File: src/rtl/pe_vcounter_pkg.sv
// pe_vcounter_pkg
//   Shared definitions for the systolic processing element:
//   - pe_state_e      : WAIT / ACCUM / DONE state encoding
//   - counter_width() : bits needed to count skew plus accumulation edges
//   - default_o_bits(): full-precision result width for DIMENSION products
package pe_vcounter_pkg;

  typedef enum logic [1:0] {
    ST_WAIT  = 2'd0,
    ST_ACCUM = 2'd1,
    ST_DONE  = 2'd2
  } pe_state_e;

  // The counter has to reach COUNTER_LIMIT+DIMENSION and then sit there.
  function automatic int counter_width(input int limit, input int dimension);
    return $clog2(limit + dimension + 1);
  endfunction

  // Sum of DIMENSION products of two I_BITS operands never overflows this.
  function automatic int default_o_bits(input int i_bits, input int dimension);
    return (2 * i_bits) + $clog2(dimension);
  endfunction

endpackage

File: src/rtl/pe_vcounter_if.sv
// pe_vcounter_if
//   Operand / result bundle of one PE.
//   i_a, i_b          : operands from the west / north neighbours
//   o_a, o_b          : registered operands towards east / south
//   o_c               : accumulator (final result once o_finish is high)
//   o_finish          : sticky result-valid flag
//   modport slave  : the PE side
//   modport master : the array / testbench side
interface pe_vcounter_if
  import pe_vcounter_pkg::*;
#(
  parameter int I_BITS    = 8,
  parameter int DIMENSION = 4,
  parameter int O_BITS    = default_o_bits(I_BITS, DIMENSION)
);

  logic [I_BITS-1:0] i_a;
  logic [I_BITS-1:0] i_b;
  logic [I_BITS-1:0] o_a;
  logic [I_BITS-1:0] o_b;
  logic [O_BITS-1:0] o_c;
  logic              o_finish;

  modport slave (
    input  i_a, i_b,
    output o_a, o_b, o_c, o_finish
  );

  modport master (
    output i_a, i_b,
    input  o_a, o_b, o_c, o_finish
  );

endinterface

File: src/rtl/pe_mac.sv
// pe_mac
//   Unsigned I_BITS x I_BITS multiplier feeding an O_BITS accumulator.
//   i_clock  : rising-edge clock
//   i_clear  : synchronous clear of the accumulator (wins over i_enable)
//   i_enable : add i_a*i_b on this edge
//   i_a, i_b : unsigned operands
//   o_acc    : accumulator register
module pe_mac #(
  parameter int I_BITS = 8,
  parameter int O_BITS = 18
) (
  input  logic              i_clock,
  input  logic              i_clear,
  input  logic              i_enable,
  input  logic [I_BITS-1:0] i_a,
  input  logic [I_BITS-1:0] i_b,
  output logic [O_BITS-1:0] o_acc
);

  logic [2*I_BITS-1:0] product;
  logic [O_BITS-1:0]   acc;

  // Widen before multiplying so the full 2*I_BITS product is kept.
  assign product = (2*I_BITS)'(i_a) * (2*I_BITS)'(i_b);

  // Product is zero-extended; O_BITS is sized so the sum cannot wrap.
  always_ff @(posedge i_clock) begin
    if (i_clear) begin
      acc <= '0;
    end else if (i_enable) begin
      acc <= acc + O_BITS'(product);
    end
  end

  assign o_acc = acc;

endmodule

File: src/rtl/pe_vcounter.sv
// pe_vcounter
//   Output-stationary PE of a DIMENSION x DIMENSION systolic multiplier.
//   Forwards operands east/south through one register stage every cycle,
//   skips the first COUNTER_LIMIT edges after reset (diagonal skew), then
//   accumulates DIMENSION products and raises a sticky finish flag.
//   i_clock : rising-edge clock
//   i_reset : synchronous, active-high reset
//   bus     : operand / result bundle (pe_vcounter_if.slave)
module pe_vcounter
  import pe_vcounter_pkg::*;
#(
  parameter int COUNTER_LIMIT = 0,
  parameter int DIMENSION     = 4,
  parameter int I_BITS        = 8,
  parameter int O_BITS        = default_o_bits(I_BITS, DIMENSION)
) (
  input  logic          i_clock,
  input  logic          i_reset,
  pe_vcounter_if.slave  bus
);

  localparam int CNT_W = counter_width(COUNTER_LIMIT, DIMENSION);

  localparam logic [1:0] S_WAIT  = 2'(ST_WAIT);
  localparam logic [1:0] S_ACCUM = 2'(ST_ACCUM);
  localparam logic [1:0] S_DONE  = 2'(ST_DONE);

  // With no skew the cell starts accumulating on the very first edge.
  localparam logic [1:0] S_START = (COUNTER_LIMIT > 0) ? S_WAIT : S_ACCUM;

  // Edge indices (counted from reset release) that end each phase.
  // LAST_WAIT is only meaningful when COUNTER_LIMIT > 0.
  localparam logic [CNT_W-1:0] LAST_WAIT  =
    CNT_W'((COUNTER_LIMIT > 0) ? (COUNTER_LIMIT - 1) : 0);
  localparam logic [CNT_W-1:0] LAST_ACCUM =
    CNT_W'(COUNTER_LIMIT + DIMENSION - 1);

  logic [1:0]        state;
  logic [CNT_W-1:0]  count;
  logic [I_BITS-1:0] a_q;
  logic [I_BITS-1:0] b_q;
  logic [O_BITS-1:0] acc;
  logic              mac_enable;

  // Operand pipeline, counter and FSM. The counter is a single edge count
  // since reset release; it stops in DONE, so it saturates at
  // COUNTER_LIMIT+DIMENSION and never wraps. Forwarding runs in all states.
  always_ff @(posedge i_clock) begin
    if (i_reset) begin
      state <= S_START;
      count <= '0;
      a_q   <= '0;
      b_q   <= '0;
    end else begin
      a_q <= bus.i_a;
      b_q <= bus.i_b;
      case (state)
        S_WAIT: begin
          count <= count + CNT_W'(1);
          if (count == LAST_WAIT) begin
            state <= S_ACCUM;
          end
        end
        S_ACCUM: begin
          count <= count + CNT_W'(1);
          if (count == LAST_ACCUM) begin
            state <= S_DONE;
          end
        end
        default: begin
        end
      endcase
    end
  end

  // Only the ACCUM edges add a product; DONE freezes the accumulator.
  assign mac_enable = (state == S_ACCUM);

  pe_mac #(
    .I_BITS (I_BITS),
    .O_BITS (O_BITS)
  ) u_mac (
    .i_clock  (i_clock),
    .i_clear  (i_reset),
    .i_enable (mac_enable),
    .i_a      (bus.i_a),
    .i_b      (bus.i_b),
    .o_acc    (acc)
  );

  // Entering DONE coincides with the last product landing in acc, so the
  // flag and the complete sum become visible together.
  assign bus.o_a      = a_q;
  assign bus.o_b      = b_q;
  assign bus.o_c      = acc;
  assign bus.o_finish = (state == S_DONE);

endmodule

File: src/flat_wrapper.sv
// flat-port wrapper written by rule: the top's interface ports become plain ports
module pe_vcounter_flat import pe_vcounter_pkg::*;
#(
  parameter int COUNTER_LIMIT = 0,
  parameter int DIMENSION     = 4,
  parameter int I_BITS        = 8,
  parameter int O_BITS        = default_o_bits(I_BITS, DIMENSION)
)
  (i_clock, i_reset, bus_i_a, bus_i_b, bus_o_a, bus_o_b, bus_o_c, bus_o_finish);
  pe_vcounter_if #(.I_BITS(I_BITS), .DIMENSION(DIMENSION), .O_BITS(O_BITS)) bus_i ();
  input  logic i_clock;
  input  logic i_reset;
  input wire logic [$bits(bus_i.i_a)-1:0] bus_i_a;
  input wire logic [$bits(bus_i.i_b)-1:0] bus_i_b;
  output wire logic [$bits(bus_i.o_a)-1:0] bus_o_a;
  output wire logic [$bits(bus_i.o_b)-1:0] bus_o_b;
  output wire logic [$bits(bus_i.o_c)-1:0] bus_o_c;
  output wire logic [$bits(bus_i.o_finish)-1:0] bus_o_finish;
  assign bus_i.i_a = bus_i_a;
  assign bus_i.i_b = bus_i_b;
  assign bus_o_a = bus_i.o_a;
  assign bus_o_b = bus_i.o_b;
  assign bus_o_c = bus_i.o_c;
  assign bus_o_finish = bus_i.o_finish;
  pe_vcounter #(.COUNTER_LIMIT(COUNTER_LIMIT), .DIMENSION(DIMENSION), .I_BITS(I_BITS), .O_BITS(O_BITS)) u_core (.i_clock(i_clock), .i_reset(i_reset), .bus(bus_i));
endmodule
File: config.mk
export PLATFORM = sky130hd
export DESIGN_NAME = pe_vcounter_flat
export DESIGN_NICKNAME = d
export VERILOG_FILES = /design/src/rtl/pe_vcounter_pkg.sv /design/src/rtl/pe_vcounter_if.sv /design/src/rtl/pe_mac.sv /design/src/rtl/pe_vcounter.sv /design/src/flat_wrapper.sv
export SDC_FILE = /design/constraint.sdc
export NUM_CORES = 1
export LEC_CHECK = 0
export ABC_AREA = 1
export CAP_MARGIN = 10
export CELL_PAD_IN_SITES_DETAIL_PLACEMENT = 0
export CELL_PAD_IN_SITES_GLOBAL_PLACEMENT = 2
export CORE_ASPECT_RATIO = 2
export CORE_MARGIN = 1
export CORE_UTILIZATION = 29
export DETAILED_ROUTE_END_ITERATION = 6
export PLACE_DENSITY_LB_ADDON = 0.1
export SLEW_MARGIN = 40
export SYNTH_ARGS = -nofsm -noshare
export SYNTH_HDL_FRONTEND = slang
export SYNTH_SLANG_ARGS = --single-unit
File: constraint.sdc
create_clock -name i_clock -period 4.3 [get_ports i_clock]
set_clock_uncertainty 0.1 [all_clocks]
set_input_delay 0.43 -clock i_clock [delete_from_list [all_inputs] [get_ports i_clock]]
set_output_delay 0.43 -clock i_clock [all_outputs]
set_load 0.03 [all_outputs]
* After elaboration in Yosys (flattened, before gate mapping) *
Index checks and enable logic that the tools add are counted.
W data, S select, Z words.

word-level totals
  input port bits = 18
  register bits = 39
  output and inout bits = 35

operators by class
  add/sub/neg operators = 2
  multiplexer cells = 3
  reduce and logical (&&, ||, !) cells = 5
  equal/unequal tests = 5
  multiply operators = 1

operators by type and width
  cell                   number
  $add A18 B16 Y18       1
  $mul A8 B8 Y16         1
  $mux W2                2
  $pmux W2 S2            1
  $add A3 B1 Y3 const B  1
  $eq A3 B2 Y1 const B   1
  $logic_not A3 Y1       1
  $reduce_and A3 Y1      1
  $eq A2 B1 Y1 const B   1
  $eq A2 B2 Y1 const B   1
  $logic_not A2 Y1       1
  $ne A2 B1 Y1 const B   1
  $ne A2 B2 Y1 const B   1
  $reduce_bool A2 Y1     1
  $reduce_or A2 Y1       1

* Depth between registers and ports, before layout *
  word-level depth = 3
  mapped depth = 22

* Cells and area by module *
From an unflattened synthesis, not the netlist that was laid out.

second synthesis, totals
  cell total of the unflattened synthesis = 603
  area, all modules = 4267.8 sq um

by module, submodules not included
  module       area each (sq um)  times used  cells each
  pe_mac       3572.2             1           524
  pe_vcounter  695.7              1           79

* Worst setup path after synthesis *
OpenSTA, ideal clock, no wires.

  kind = input to register
  start point = in bus_i_a[4]
  end point = reg u_core.u_mac.acc[10] (netlist: u_core.u_mac.o_acc[10])
  setup slack = 194 ps
  cell stages on the path = 17
  arrival = 3893 ps
  buffers on the path = 1
  library setup time = 113 ps
  path through = clkbuf_1 nand2_1 fa_1 inv_1 fa_1 fa_1 inv_1 fa_1 inv_1 ha_1 nand2_1 inv_2 a21oi_1 nand2_1 xor2_1 o21ai_1 inv_1

on the way
  word-level cells in the longest chain between the ends = 2

RTL lines
  what                  RTL line            text
  start, declared       flat_wrapper.sv:13  input wire logic [$bits(bus_i.i_a)-1:0] bus_i_a;
  $mul A8 B8 Y16        pe_mac.sv:24        assign product = (2*I_BITS)'(i_a) * (2*I_BITS)'(i_b);
  $add A18 B16 Y18      pe_mac.sv:31        acc <= acc + O_BITS'(product);
  end signal, assigned  pe_mac.sv:31
  end, declared         pe_mac.sv:21        logic [O_BITS-1:0] acc;

No other way between the ends.
A chain may end at the register's enable or synchronous reset.

* Final worst setup path *
  start point = in bus_i_a[3]
  end point = reg u_core.u_mac.acc[11] (netlist: u_core.u_mac.o_acc[11])

Same word-level chain as after synthesis.

==> flow_metrics.env <==
export IMPL_htreeDepth=2
export IMPL_antenna_found_initial=0
export IMPL_n_antenna_cell=0
export IMPL_grt_pass1_vias=3942
export IMPL_io_pins=53
export IMPL_cts_root_buf="clkbuf_16"
export IMPL_drive_gt1_share_pct=15.2
export IMPL_p_per_area_nw_per_um2=829
export IMPL_slew_headroom_pct=67.6
export IMPL_worstPathMaxFanout=6
export IMPL_finalPower_mw=4.65
export IMPL_syn_mean_instance_area_sq_um=7.00
export IMPL_start_kind="input pin"
export IMPL_hold_start="bus_i_b[7]"
export IMPL_slew_violations=0
export IMPL_fin_crit_sh_pct=95.6
export IMPL_final_common_cell="inv_1"
export IMPL_async_flop_share_pct=0
export IMPL_grt_pass1_wl_mm=20.0
export IMPL_mostFrequentLayoutCells="inv_1, nand2_1, fa_1"
export IMPL_critPathLaunch="bus_i_a[3]"
export IMPL_clk_path_buf_depth=2
export IMPL_final_area_sq_um=5610
export IMPL_finalHoldViolations=0
export IMPL_clk_latency_ns=0.29
export IMPL_placed_area_sq_um=5220
export IMPL_cp_end_kind="flip-flop"
export IMPL_ys_types=26
export IMPL_min_path_type="input pin to flip-flop"
export IMPL_start_util_pct=29.8
export IMPL_ant_nets=0
export IMPL_cts_buffers=5
export IMPL_syn_inst=611
export IMPL_status="complete, no violations"
export IMPL_die_y_um=174
export IMPL_dp_hpwl_mm=10.3
export IMPL_period_needed_ns=4.11
export IMPL_drt_first_pass_iters=4
export IMPL_synth_edf_count=0
export IMPL_setup_tns_ns=0
export IMPL_peakVddDrop_uv=327
export IMPL_grt_usage_pct=17.5
export IMPL_synth_seq_cells=39
export IMPL_synthesis_nets=722
export IMPL_ys_flop_type="dfxtp_1"
export IMPL_path_class="input pin to flip-flop"
export IMPL_drt_initial_drc_count=97
export IMPL_syn_area_sq_um=4280
export IMPL_fin_hold_ws_ns=0.338
export IMPL_nFillCells=1537
export IMPL_ys_warnings_count=0
export IMPL_core_area_sq_um=14400
export IMPL_wire_per_inst_um=13.8
export IMPL_grt_overflow=0
export IMPL_die_area_sq_um=15300
export IMPL_wl_mm=12.2
export IMPL_dieWidth_um=87.9
export IMPL_max_freq_ghz=0.243
export IMPL_io_buffers=52
export IMPL_r2r_start="u_core.u_mac.o_acc[6]"
export IMPL_num_nets_final=799
export IMPL_required_ns=4.40
export IMPL_cts_tree="done"
export IMPL_place_congestion=0.824
export IMPL_worstMarginPinSlew_ns=0.485
export IMPL_vias=3661
export IMPL_drc=0
export IMPL_row_count=62
export IMPL_crit_arrival_ns=4.21
export IMPL_max_cap_violations=0
export IMPL_setup_viol=0
export IMPL_synth_seq_area_share_pct=18.3
export IMPL_area_delta_synth_final_pct=31.1
export IMPL_p_leak_nw=3.30
export IMPL_cts_sinks=39
export IMPL_cts_hold_buf=0
export IMPL_clk_pin_slew_ns=0.08
export IMPL_via_per_inst=4.16
export IMPL_grt_max_degree=29
[registers in the layout, indices dropped and copies added (netlist names)]
register and cells:
u_core.bus.o_a 8, u_core.bus.o_b 8, u_core.count 3, u_core.state 2
u_core.u_mac.o_acc 18
[metrics by stage]
stage	instances	worst slack, ns	utilization [%]
floorplan	611	0.194	-
global placement	867	-0.619	36.4
detailed placement	867	-0.620	36.4
CTS	881	0.00828	38.7
global route	881	-0.00226	39.1
finish	881	0.188	39.1
[power by group]
group | total, mW | leakage [nW] | switching, mW | internal, mW
Sequential | 0.523 | 0.324 | 0.0694 | 0.454
Clock | 0.450 | 0.0838 | 0.175 | 0.275
Combinational | 3.68 | 2.89 | 2.10 | 1.57
Total | 4.65 | 3.30 | 2.35 | 2.30
[final cells by class]
class	instances	area (sq um)	share of cell area (%)
clock buffers	5	125	2.23
clock inverters	3	43.8	0.781
inverters	199	747	13.3
multi-input cells	350	2840	50.6
flip-flops and latches	39	781	13.9
well taps	192	240	4.28
repair buffers	93	835	14.9
[logic make-up (layout without fill, tap and decap cells)]
family	after synthesis	in the layout	synth area share, %
flops	39	39	18.3
simple gates	213	213	20.2
fa+ha+maj	93	93	36.0
buf+inv	222	300	19.6
compound gates	38	38	4.74
xor+xnor	6	6	1.23
[path summary, 6_finish.rpt]
path	to	slack, ns	cells past startpoint
worst max-delay path	u_core.u_mac.o_acc[11]	0.19	20
worst min-delay path	u_core.bus.o_b[7]	0.34	3
worst max register to register	u_core.u_mac.o_acc[11]	0.37	18
worst min register to register	u_core.count[1]	0.41	2
[timing repair]
action / CTS / global route
setup endpoints to repair: 11 / 11
buffers inserted: 6 / 0
gates resized for setup: 40 / 28
pin swaps: 27 / 33
[layer usage]
metal | part of all wire (%) | vias to the layer above | wire (um) | GRT usage [%]
met1 | 34 | 1708 | 4170 | 17.2
met5 | 0 | - | 0 | 0
met2 | 60 | 52 | 7290 | 35.2
li1 | - | 1881 | - | -
met3 | 2.3 | 20 | 281 | 1.57
met4 | 3.6 | 0 | 437 | 6.90
[cells in the mapped netlist, drive strengths merged, types with 4 or more instances]
library cell  instances  share of area [%]
o21ai                15                1.8
dfxtp                39                 18
nand2               145                 13
buf                   6               0.64
a21oi                21                2.5
xor2                  5                1.0
fa                   50                 23
nor2                 44                4.0
nand4                 4               0.58
clkbuf               17                1.5
nand3                19                2.5
ha                   43                 13
inv                 198                 17
[critical path, cell delays in order]
cell and delay [ns]:
dlygate4sd2_1 0.32, buf_4 0.19, nand2_1 0.05, inv_1 0.05
fa_1 0.38, fa_1 0.54, inv_1 0.05, fa_1 0.48
fa_1 0.56, inv_1 0.06, ha_4 0.25, nand2_1 0.06
nand2_1 0.07, o21bai_2 0.21, nand2_1 0.10, nand3_1 0.08
nand2_1 0.08, nand3_2 0.11, nand2_1 0.10, inv_1 0.04
Note: power is estimated with default switching activity, not from simulation.
